--- config.mk ---
export PLATFORM = sky130hd
export DESIGN_NAME = mem_arbiter_flat
export DESIGN_NICKNAME = d
export VERILOG_FILES = /design/src/rtl/mem_arbiter_pkg.sv /design/src/rtl/mem_arbiter_if.sv /design/src/rtl/mem_arbiter.sv /design/src/flat_wrapper.sv
export SDC_FILE = /design/constraint.sdc
export NUM_CORES = 1
export LEC_CHECK = 0
export ABC_AREA = 1
export ABC_CLOCK_PERIOD_IN_PS = 2740
export CAP_MARGIN = 20
export CORE_AREA = 4 4 164 166
export DETAILED_ROUTE_END_ITERATION = 16
export DIE_AREA = 0 0 168 170
export PLACE_DENSITY = 0.66
export SLEW_MARGIN = 20
export SYNTH_ARGS = -nofsm -noshare
export SYNTH_HDL_FRONTEND = slang
export SYNTH_SLANG_ARGS = --single-unit
--- constraint.sdc ---
create_clock -name clk -period 2.74 [get_ports clk]
set_clock_uncertainty 0.2 [all_clocks]
set_input_delay 0.548 -clock clk [delete_from_list [all_inputs] [get_ports clk]]
set_output_delay 0.548 -clock clk [all_outputs]
set_load 0.005 [all_outputs]
--- src/rtl/mem_arbiter_pkg.sv ---
// ============================================================================
// Module      : mem_arbiter_pkg
// Description : Shared FSM encodings, access-size codes and size decode for
//               the byte-serialising memory arbiter.
// Revision    : 1.0 - initial release
// ============================================================================
`default_nettype none

package mem_arbiter_pkg;

   localparam logic [1:0] ST_IDLE   = 2'd0;
   localparam logic [1:0] ST_MEM_RD = 2'd1;
   localparam logic [1:0] ST_MEM_WR = 2'd2;
   localparam logic [1:0] ST_IF_RD  = 2'd3;

   typedef enum logic [1:0] {
      MEM_SIZE_BYTE = 2'd0,
      MEM_SIZE_HALF = 2'd1,
      MEM_SIZE_WORD = 2'd2,
      MEM_SIZE_RSVD = 2'd3
   } mem_size_e;

   // Index of the final byte of an access; the reserved code behaves as a word.
   function automatic logic [1:0] size_last_idx(input logic [1:0] size);
      case (size)
         MEM_SIZE_BYTE: return 2'd0;
         MEM_SIZE_HALF: return 2'd1;
         default:       return 2'd3;
      endcase
   endfunction

endpackage

`default_nettype wire

--- src/rtl/mem_arbiter_if.sv ---
// ============================================================================
// Module      : mem_arbiter_if
// Description : CPU-side request/response and RAM-side byte port bundle of
//               the memory arbiter.
// Revision    : 1.0 - initial release
// ============================================================================
`default_nettype none

interface mem_arbiter_if
   import mem_arbiter_pkg::*;
#(
   parameter int ADDR_W = 32
);
   logic              if_req;
   logic [ADDR_W-1:0] if_addr;
   logic [31:0]       if_rdata;
   logic              if_done;
   logic              mem_req;
   logic              mem_we;
   logic [1:0]        mem_size;
   logic [ADDR_W-1:0] mem_addr;
   logic [31:0]       mem_wdata;
   logic [31:0]       mem_rdata;
   logic              mem_done;
   logic              busy;
   logic [ADDR_W-1:0] ram_addr;
   logic [7:0]        ram_dout;
   logic              ram_wr;
   logic [7:0]        ram_din;

   modport slave (
      input  if_req, if_addr, mem_req, mem_we, mem_size, mem_addr, mem_wdata, ram_din,
      output if_rdata, if_done, mem_rdata, mem_done, busy, ram_addr, ram_dout, ram_wr
   );

   modport master (
      output if_req, if_addr, mem_req, mem_we, mem_size, mem_addr, mem_wdata, ram_din,
      input  if_rdata, if_done, mem_rdata, mem_done, busy, ram_addr, ram_dout, ram_wr
   );
endinterface

`default_nettype wire

--- src/rtl/mem_arbiter.sv ---
// ============================================================================
// Module      : mem_arbiter
// Description : Shares one byte-wide RAM port between instruction fetch and
//               the MEM stage, serialising 1/2/4-byte accesses into bytes.
// Revision    : 1.0 - initial release
// ============================================================================
`default_nettype none

module mem_arbiter
   import mem_arbiter_pkg::*;
#(
   parameter int ADDR_W = 32
) (
   input  logic         clk,
   input  logic         rst,
   mem_arbiter_if.slave bus
);

   logic [1:0]        state_q,     state_d;
   logic [1:0]        cnt_q,       cnt_d;
   logic [1:0]        last_q,      last_d;
   logic              lead_q,      lead_d;
   logic [31:0]       asm_q,       asm_d;
   logic [31:0]       wdata_q,     wdata_d;
   logic [ADDR_W-1:0] ram_addr_q,  ram_addr_d;
   logic [7:0]        ram_dout_q,  ram_dout_d;
   logic              ram_wr_q,    ram_wr_d;
   logic              if_done_q,   if_done_d;
   logic              mem_done_q,  mem_done_d;
   logic [31:0]       if_rdata_q,  if_rdata_d;
   logic [31:0]       mem_rdata_q, mem_rdata_d;

   logic [1:0]  cnt_inc;
   logic [31:0] asm_in;

   always_comb begin
      state_d     = state_q;
      cnt_d       = cnt_q;
      last_d      = last_q;
      lead_d      = lead_q;
      asm_d       = asm_q;
      wdata_d     = wdata_q;
      ram_addr_d  = ram_addr_q;
      ram_dout_d  = ram_dout_q;
      ram_wr_d    = 1'b0;
      if_done_d   = 1'b0;
      mem_done_d  = 1'b0;
      if_rdata_d  = if_rdata_q;
      mem_rdata_d = mem_rdata_q;
      cnt_inc     = cnt_q + 2'd1;
      asm_in      = asm_q;
      asm_in[{cnt_q, 3'b000} +: 8] = bus.ram_din;

      case (state_q)
         ST_IDLE: begin
            // A done pulse is a dead cycle so the finished requester can drop its request.
            if (!if_done_q && !mem_done_q && (bus.mem_req || bus.if_req)) begin
               cnt_d  = 2'd0;
               lead_d = 1'b1;
               asm_d  = 32'd0;
               if (bus.mem_req) begin
                  state_d    = bus.mem_we ? ST_MEM_WR : ST_MEM_RD;
                  ram_addr_d = bus.mem_addr;
                  last_d     = size_last_idx(bus.mem_size);
                  wdata_d    = bus.mem_wdata;
                  ram_dout_d = bus.mem_wdata[7:0];
                  ram_wr_d   = bus.mem_we;
               end else begin
                  state_d    = ST_IF_RD;
                  ram_addr_d = bus.if_addr;
                  last_d     = 2'd3;
               end
            end
         end

         ST_MEM_WR: begin
            if (cnt_q == last_q) begin
               state_d    = ST_IDLE;
               mem_done_d = 1'b1;
            end else begin
               cnt_d      = cnt_inc;
               ram_addr_d = ram_addr_q + ADDR_W'(1);
               ram_dout_d = wdata_q[{cnt_inc, 3'b000} +: 8];
               ram_wr_d   = 1'b1;
            end
         end

         ST_MEM_RD, ST_IF_RD: begin
            // Read data trails the address by one cycle, so the first cycle only issues.
            if (lead_q) begin
               lead_d     = 1'b0;
               ram_addr_d = ram_addr_q + ADDR_W'(1);
            end else begin
               asm_d = asm_in;
               if (cnt_q == last_q) begin
                  state_d = ST_IDLE;
                  if (state_q == ST_IF_RD) begin
                     if_done_d  = 1'b1;
                     if_rdata_d = asm_in;
                  end else begin
                     mem_done_d  = 1'b1;
                     mem_rdata_d = asm_in;
                  end
               end else begin
                  cnt_d      = cnt_inc;
                  ram_addr_d = ram_addr_q + ADDR_W'(1);
               end
            end
         end

         default: state_d = ST_IDLE;
      endcase
   end

   always_ff @(posedge clk) begin
      if (rst) begin
         state_q     <= ST_IDLE;
         cnt_q       <= 2'd0;
         last_q      <= 2'd0;
         lead_q      <= 1'b0;
         asm_q       <= 32'd0;
         wdata_q     <= 32'd0;
         ram_addr_q  <= '0;
         ram_dout_q  <= 8'd0;
         ram_wr_q    <= 1'b0;
         if_done_q   <= 1'b0;
         mem_done_q  <= 1'b0;
         if_rdata_q  <= 32'd0;
         mem_rdata_q <= 32'd0;
      end else begin
         state_q     <= state_d;
         cnt_q       <= cnt_d;
         last_q      <= last_d;
         lead_q      <= lead_d;
         asm_q       <= asm_d;
         wdata_q     <= wdata_d;
         ram_addr_q  <= ram_addr_d;
         ram_dout_q  <= ram_dout_d;
         ram_wr_q    <= ram_wr_d;
         if_done_q   <= if_done_d;
         mem_done_q  <= mem_done_d;
         if_rdata_q  <= if_rdata_d;
         mem_rdata_q <= mem_rdata_d;
      end
   end

   assign bus.if_rdata  = if_rdata_q;
   assign bus.if_done   = if_done_q;
   assign bus.mem_rdata = mem_rdata_q;
   assign bus.mem_done  = mem_done_q;
   assign bus.busy      = (state_q != ST_IDLE);
   assign bus.ram_addr  = ram_addr_q;
   assign bus.ram_dout  = ram_dout_q;
   assign bus.ram_wr    = ram_wr_q;

endmodule

`default_nettype wire

--- src/flat_wrapper.sv ---
// flat-port wrapper written by rule: the top's interface ports become plain ports
module mem_arbiter_flat import mem_arbiter_pkg::*;
#(
   parameter int ADDR_W = 32
)
  (clk, rst, bus_if_req, bus_if_addr, bus_mem_req, bus_mem_we, bus_mem_size, bus_mem_addr, bus_mem_wdata, bus_ram_din, bus_if_rdata, bus_if_done, bus_mem_rdata, bus_mem_done, bus_busy, bus_ram_addr, bus_ram_dout, bus_ram_wr);
  mem_arbiter_if #(.ADDR_W(ADDR_W)) bus_i ();
  input  logic clk;
  input  logic rst;
  input wire logic [$bits(bus_i.if_req)-1:0] bus_if_req;
  input wire logic [$bits(bus_i.if_addr)-1:0] bus_if_addr;
  input wire logic [$bits(bus_i.mem_req)-1:0] bus_mem_req;
  input wire logic [$bits(bus_i.mem_we)-1:0] bus_mem_we;
  input wire logic [$bits(bus_i.mem_size)-1:0] bus_mem_size;
  input wire logic [$bits(bus_i.mem_addr)-1:0] bus_mem_addr;
  input wire logic [$bits(bus_i.mem_wdata)-1:0] bus_mem_wdata;
  input wire logic [$bits(bus_i.ram_din)-1:0] bus_ram_din;
  output wire logic [$bits(bus_i.if_rdata)-1:0] bus_if_rdata;
  output wire logic [$bits(bus_i.if_done)-1:0] bus_if_done;
  output wire logic [$bits(bus_i.mem_rdata)-1:0] bus_mem_rdata;
  output wire logic [$bits(bus_i.mem_done)-1:0] bus_mem_done;
  output wire logic [$bits(bus_i.busy)-1:0] bus_busy;
  output wire logic [$bits(bus_i.ram_addr)-1:0] bus_ram_addr;
  output wire logic [$bits(bus_i.ram_dout)-1:0] bus_ram_dout;
  output wire logic [$bits(bus_i.ram_wr)-1:0] bus_ram_wr;
  assign bus_i.if_req = bus_if_req;
  assign bus_i.if_addr = bus_if_addr;
  assign bus_i.mem_req = bus_mem_req;
  assign bus_i.mem_we = bus_mem_we;
  assign bus_i.mem_size = bus_mem_size;
  assign bus_i.mem_addr = bus_mem_addr;
  assign bus_i.mem_wdata = bus_mem_wdata;
  assign bus_i.ram_din = bus_ram_din;
  assign bus_if_rdata = bus_i.if_rdata;
  assign bus_if_done = bus_i.if_done;
  assign bus_mem_rdata = bus_i.mem_rdata;
  assign bus_mem_done = bus_i.mem_done;
  assign bus_busy = bus_i.busy;
  assign bus_ram_addr = bus_i.ram_addr;
  assign bus_ram_dout = bus_i.ram_dout;
  assign bus_ram_wr = bus_i.ram_wr;
  mem_arbiter #(.ADDR_W(ADDR_W)) u_core (.clk(clk), .rst(rst), .bus(bus_i));
endmodule
**Word-level counts from Yosys, hierarchy flattened**

Index checks and enable logic that the tools add are counted.

- Bits in registers: 178
- Latch bits: 0
- Memory bits (writable): 0
- ROM bits: 0
- Bits of input ports: 111
- Output and inout bits: 108
- Memories: 0

- Add/sub/neg operators: 3
- $mul: 0
- Divide/modulo/power cells: 0
- $lt $le $gt $ge: 0
- Eq/ne operators: 9
- Shift-type cells: 3
- Multiplexer cells: 37
- Bitwise gates (word level): 4
- Reduce and logical (&&, ||, !) cells: 20

Operators with widths:

| operator | number |
|---|---|
| $mux W32 | 6 |
| $pmux W32 S3 | 1 |
| $pmux W32 S2 | 1 |
| $add A32 B1 Y32 const B | 1 |
| $bwmux W32 | 1 |
| $shift A8 B7 Y32 const A | 1 |
| $shiftx A32 B6 Y8 | 1 |
| $shiftx A8 B7 Y32 | 1 |
| $mux W8 | 3 |
| $mux W2 | 9 |
| $pmux W8 S2 | 1 |
| $pmux W2 S3 | 2 |
| $reduce_and A4 Y1 | 3 |
| $mux W1 | 9 |
| $neg A5 Y7 | 1 |
| $ne A2 B2 Y1 const B | 3 |
| $pmux W1 S2 | 3 |
| $reduce_and A2 Y1 | 3 |
| $reduce_and A3 Y1 | 2 |
| $reduce_bool A2 Y1 | 3 |
| $eq A2 B1 Y1 const B | 2 |
| $eq A2 B2 Y1 const B | 2 |
| $logic_not A2 Y1 | 2 |
| $not A1 Y1 | 4 |
| other kinds (9) | 11 |

**Depth between registers and ports, before layout**

- Word-level depth: 5
- Depth in mapped cells: 12
- Gate-level depth less buffers: 11

**Worst setup path before layout**

No wires, ideal clock.

- Kind: register to register
- Start: register u_core.cnt_q[0]
- End: register u_core.if_rdata_q[8] (netlist: u_core.bus.if_rdata[8])
- Arrival time: 1.996 ns
- Data required time: 2.476 ns
- Path slack: 0.480 ns
- Stages on the path, launching flop included: 11
- Path buffers: 2
- Clock period less this slack: 2.260 ns
- Cells stage by stage: dfxtp_1 -> buf_6 -> inv_2 -> clkbuf_1 -> ha_1 -> inv_1 -> nor2_1 -> nand2_1 -> o22ai_1 -> o21ai_0 -> nor2_1

- Cells in the longest elaborated chain, start to end: 3

Ends and longest elaborated chain:

| item | line | text |
|---|---|---|
| from (decl) | mem_arbiter.sv:20 | `logic [1:0] cnt_q, cnt_d;` |
| from (signal assigned) | mem_arbiter.sv:132 | `cnt_q <= cnt_d;` |
| $neg A5 Y7 | mem_arbiter.sv:52 | `asm_in[{cnt_q, 3'b000} +: 8] = bus.ram_din;` |
| $shiftx A8 B7 Y32 or $shift A8 B7 Y32 (tied branches) | mem_arbiter.sv:52 |  |
| $bwmux W32 | mem_arbiter.sv:52 |  |
| to (signal assigned) | mem_arbiter.sv:142 | `if_rdata_q <= if_rdata_d;` |
| to (decl) | mem_arbiter.sv:30 | `logic [31:0] if_rdata_q, if_rdata_d;` |

Several ways; a longest one is shown, not always the timed one.
A chain may end at the register's enable or synchronous reset.

**Worst setup path after layout**

- Start: register u_core.state_q[1]
- End: output bus_busy

- Cells in the longest elaborated chain, start to end: 1

Ends and longest elaborated chain:

| item | line | text |
|---|---|---|
| from (decl) | mem_arbiter.sv:19 | `logic [1:0] state_q, state_d;` |
| from (signal assigned) | mem_arbiter.sv:131 | `state_q <= state_d;` |
| $reduce_bool A2 Y1 | mem_arbiter.sv:151 | `assign bus.busy = (state_q != ST_IDLE);` |
| to (decl) | flat_wrapper.sv:22 | `output wire logic [$bits(bus_i.busy)-1:0] bus_busy;` |

No other way between the ends.

==> reports/summary.txt <==
================================================================================
Area fraction in compound gates after synthesis                           20.57%
Flop2flop setup slack                                                    0.31 ns
Maximum count of clock buffers along a single path                             2
Gate count of the mapped netlist                                            1343
Fin. max-slew vios                                                             0
Final clock period utilization by the worst path                          91.15%
Measured slew at the worst slew-check pin                              0.9482 ns
CTS clock-pin slew for the worst setup and hold paths                    0.08 ns
WHS Endpoint                                                        u_core.bus.ram_addr[18]$_SDFFE_PP0N_
Total power divided by cell area                                    748.3 mW/mm^2
Drt first-iter violations                                                    750
Leakage Power                                                           4.438 nW
Final #Nets                                                                 1649
Drt drc                                                                        0
Synth-to-Final Area Change                                                35.29%
Mapped cell area                                                    0.008838 sq mm
Count of buffer and inverter cells on the critical path                        2
Aggregate routed wire length                                        30370 microns
Height of the die                                                    170 microns
Sum Neg Setup Slack                                                         0 ns
Cell count of the worst hold path                                              2
Proportion of layout cells with a drive suffix above 1                    6.861%
Post-synthesis net count                                                    1460
CP arrival                                                               1.75 ns
Final setup viols                                                              0
Setup fix buffers added after clock tree synthesis                             0
Detailed Place HPWL                                                 21840 microns
Detailed-route vias per instance                                           5.037
Hold Violations, Final                                                         0
Peak supply drop                                                       0.3845 mV
Wire length of the first global-routing pass                        48300 microns
Post-synthesis cell type count                                                38
Largest family of logic cells by synthesized area                   simple AND/OR/NAND/NOR gates
Remaining global-route overflow                                                0
Cell family with most CP delay                                      buffers and inverters
Core footprint                                                      0.02562 sq mm
Cell at the root of the clock tree                                  sky130_fd_sc_hd__clkbuf_16
Maximum achievable frequency                                          0.4004 GHz
Hold-fix buffer count after cts                                                0
Yosys warnings                                                                 0
Synthesized area divided by synthesized cell count                   6.581 sq um
First-pass iteration count of the detailed router                              5
Share of the synthesized netlist area taken by xor and xnor gates        0.1982%
Min Hold Slack                                                         0.2498 ns
Number of fill cells                                                        2587
Run status                                                          finished, final reports clean
Std-Cell Rows                                                                 59
Width of the die                                                     168 microns
Routed wire length per instance                                     16.15 microns
MaxCap Viol Count                                                              0
Worst Hold Class                                                    primary input to flip-flop
Effective utilization at floorplan                                        34.50%
Maximum fanout along the worst path                                           19
Clock H-tree levels                                                            4
Mux cell area share after synthesis                                      0.3398%
Total die area                                                      0.02856 sq mm
Num ports                                                                    219
CTS tree                                                                    done
Required time worst endpoint                                             1.99 ns
Number of instances in the placed design                                    1848
CP startpoint kind                                                     flip-flop
Count of instances resized after the clock tree is built                       0
Number of nets still failing antenna checks after routing                      0
Worst Setup End Kind                                                 output port
Final std cells w/o fill                                                    1880
Worst path slowest cell                                             sky130_fd_sc_hd__clkdlybuf4s50_1
DR vias                                                                     9470
Largest net degree at the start of global routing                             84
Total Power                                                             8.948 mW
Worst reg2reg endpoint                                              u_core.bus.if_rdata[27]$_SDFFE_PP0P_
Overall Global Routing Usage                                              20.70%
Worst setup path category                                           flip-flop to output port
Hold Startpoint                                                              rst
Final weighted congestion in routability-driven placement                 0.9615
Simple-gate share of the synthesized area                                 29.09%
Antenna violations before repair                                               0
Crit-path max cell delay                                                 0.57 ns
Headroom to the max-slew limit                                            36.79%
Count of antenna diodes in the layout                                          0
Startpoint of the worst register-to-register path                   u_core.cnt_q[0]$_SDFFE_PP0P_
Fraction of the yosys area taken by sequential cells                      40.32%
Clock insertion delay at the later pin of the skew report                0.44 ns
Final period demand of the worst path                                   2.498 ns
Number of global-route vias before repair                                   9080
Count of input and output buffers                                            218
Number of storage elements in the synthesis netlist                          178
Worst path cell trace                                               nor2_4, inv_4, clkdlybuf4s50_1
Worst Reg2Reg Path Length in Cells                                             6
Total clock buffers created by CTS                                            17
Unrepaired setup endpoints after global routing                            false
Synthesized-area fraction occupied by adder cells                        0.8494%
Clock sink count                                                             178
================================================================================
-- synthesized netlist by cell type --
| cell | number | area share (%) |
|---|---|---|
| sky130_fd_sc_hd__o21ai_0 | 113 | 6.4 |
| sky130_fd_sc_hd__nand2_2 | 2 | 0.14 |
| sky130_fd_sc_hd__inv_2 | 9 | 0.38 |
| sky130_fd_sc_hd__a22oi_1 | 1 | 0.085 |
| sky130_fd_sc_hd__nand3_1 | 49 | 2.8 |
| sky130_fd_sc_hd__a31o_2 | 2 | 0.20 |
| sky130_fd_sc_hd__clkbuf_1 | 43 | 1.8 |
| sky130_fd_sc_hd__xor2_1 | 2 | 0.20 |
| sky130_fd_sc_hd__and3_1 | 1 | 0.071 |
| sky130_fd_sc_hd__inv_4 | 1 | 0.071 |
| sky130_fd_sc_hd__o21a_1 | 2 | 0.17 |
| sky130_fd_sc_hd__nand2_4 | 1 | 0.13 |
| sky130_fd_sc_hd__o21ai_1 | 10 | 0.57 |
| sky130_fd_sc_hd__or2_2 | 3 | 0.21 |
| sky130_fd_sc_hd__buf_2 | 17 | 0.96 |
| sky130_fd_sc_hd__buf_4 | 7 | 0.59 |
| sky130_fd_sc_hd__dfxtp_1 | 178 | 40 |
| sky130_fd_sc_hd__buf_6 | 3 | 0.38 |
| sky130_fd_sc_hd__a21oi_2 | 14 | 1.4 |
| sky130_fd_sc_hd__nand2_1 | 388 | 16 |
| sky130_fd_sc_hd__nand3_4 | 2 | 0.40 |
| sky130_fd_sc_hd__a21oi_1 | 145 | 8.2 |
| sky130_fd_sc_hd__o21ai_2 | 1 | 0.099 |
| sky130_fd_sc_hd__nand3b_1 | 2 | 0.17 |
| sky130_fd_sc_hd__buf_1 | 3 | 0.13 |
| sky130_fd_sc_hd__nor2_1 | 166 | 7.0 |
| sky130_fd_sc_hd__nor3_1 | 2 | 0.11 |
| sky130_fd_sc_hd__ha_1 | 6 | 0.85 |
| sky130_fd_sc_hd__mux2i_1 | 3 | 0.34 |
| sky130_fd_sc_hd__nor2_4 | 3 | 0.38 |
| sky130_fd_sc_hd__nand3_2 | 1 | 0.11 |
| sky130_fd_sc_hd__nand4_1 | 8 | 0.57 |
| sky130_fd_sc_hd__nor2_2 | 7 | 0.50 |
| sky130_fd_sc_hd__o211ai_1 | 7 | 0.59 |
| sky130_fd_sc_hd__a31oi_1 | 5 | 0.35 |
| sky130_fd_sc_hd__o21bai_1 | 2 | 0.17 |
| sky130_fd_sc_hd__inv_1 | 101 | 4.3 |
| sky130_fd_sc_hd__o22ai_1 | 33 | 2.3 |
-- metrics by stage --
stage | util, % | cell area (sq um) | setup slack (ns)
floorplan | - | 8838 | 0.4800
global placement | 44.24 | 11330 | 0.1072
detailed placement | 44.24 | 11330 | 0.05653
CTS | 46.68 | 11960 | 0.2234
global route | 46.68 | 11960 | 0.07472
finish | 46.68 | 11960 | 0.2424
-- flip-flops by register name (all words and copies together), names as in the netlist, 2 cells and up --
| register | cells |
|---|---|
| u_core.bus.ram_dout | 8 |
| u_core.cnt_q | 2 |
| u_core.bus.if_rdata | 32 |
| u_core.last_q | 2 |
| u_core.state_q | 2 |
| u_core.asm_q | 32 |
| u_core.bus.mem_rdata | 32 |
| u_core.bus.ram_addr | 32 |
| u_core.wdata_q | 32 |
-- worst max-delay path by stage --
stage                              startpoint                                    to  slack, ns  cells past startpoint
4_1_cts        u_core.state_q[1]$_SDFFE_PP0P_                              bus_busy       0.22                      3
3_5_place_dp                      bus_mem_req   u_core.bus.ram_dout[6]$_SDFFE_PP0P_       0.06                      9
6_report       u_core.state_q[1]$_SDFFE_PP0P_                              bus_busy       0.24                      3
3_3_place_gp                      bus_mem_req   u_core.bus.ram_dout[3]$_SDFFE_PP0P_       0.11                      9
2_1_floorplan    u_core.cnt_q[0]$_SDFFE_PP0P_   u_core.bus.if_rdata[8]$_SDFFE_PP0P_       0.48                     10
5_1_grt          u_core.cnt_q[0]$_SDFFE_PP0P_  u_core.bus.if_rdata[27]$_SDFFE_PP0P_       0.07                      6
-- worst reg2reg max path, delay by kind of cell (launching register included) --
kind                     cells  cell delay [ns]
flip-flops                   1             0.39
adder cells (fa/ha/maj)      1             0.41
buffers and inverters        1             0.32
AND/OR/NAND/NOR              2             0.48
AO/OA/AOI/OAI                2             0.58
-- where the power goes --
| group | internal [mW] | leakage, nW | switching [mW] |
|---|---|---|---|
| clock network | 1.26 | 0.302 | 1.28 |
| logic | 1.21 | 2.69 | 2.04 |
| registers | 2.88 | 1.45 | 0.277 |
| total | 5.35 | 4.44 | 3.59 |
-- layer usage --
layer / global-route usage [%] / up-vias / wire, microns
li1: - / 4743 / -
met1: 27.46 / 4308 / 13480
met2: 33.98 / 373 / 13910
met3: 4.483 / 46 / 2305
met4: 6.281 / 0 / 671
met5: 0 / - / 0
-- logic make-up after synthesis --
| logic type | Yosys count |
|---|---|
| multiplexers | 3 |
| AND/OR/NAND/NOR | 635 |
| XOR/XNOR | 2 |
| adder cells (fa/ha/maj) | 6 |
| flip-flops | 178 |
| buffers and inverters | 184 |
| AO/OA/AOI/OAI | 335 |
-- area by class of cell --
cell class | instances | area [sq um] | area share [%]
sequential | 178 | 3563 | 29.80
inverter | 111 | 419.2 | 3.505
multi-input combinational | 981 | 4514 | 37.75
clock buffer | 17 | 425.4 | 3.558
timing repair buffer | 243 | 2417 | 20.22
clock inverter | 15 | 198.9 | 1.664
tap | 335 | 419.2 | 3.505
-- placed cells by master, fill, tap and decap left out, drive strengths merged, types with 7 or more instances in the layout --
cell type,netlist,routed
nor2,176,176
buf,30,26
o211ai,7,7
nand2,391,391
inv,111,120
clkbuf,43,17
nand3,52,52
clkdlybuf4s50,0,217
nand4,8,8
o22ai,33,33
o21ai,124,124
a21oi,159,159
dfxtp,178,178
No activity file was read; power rests on OpenSTA's default activity.
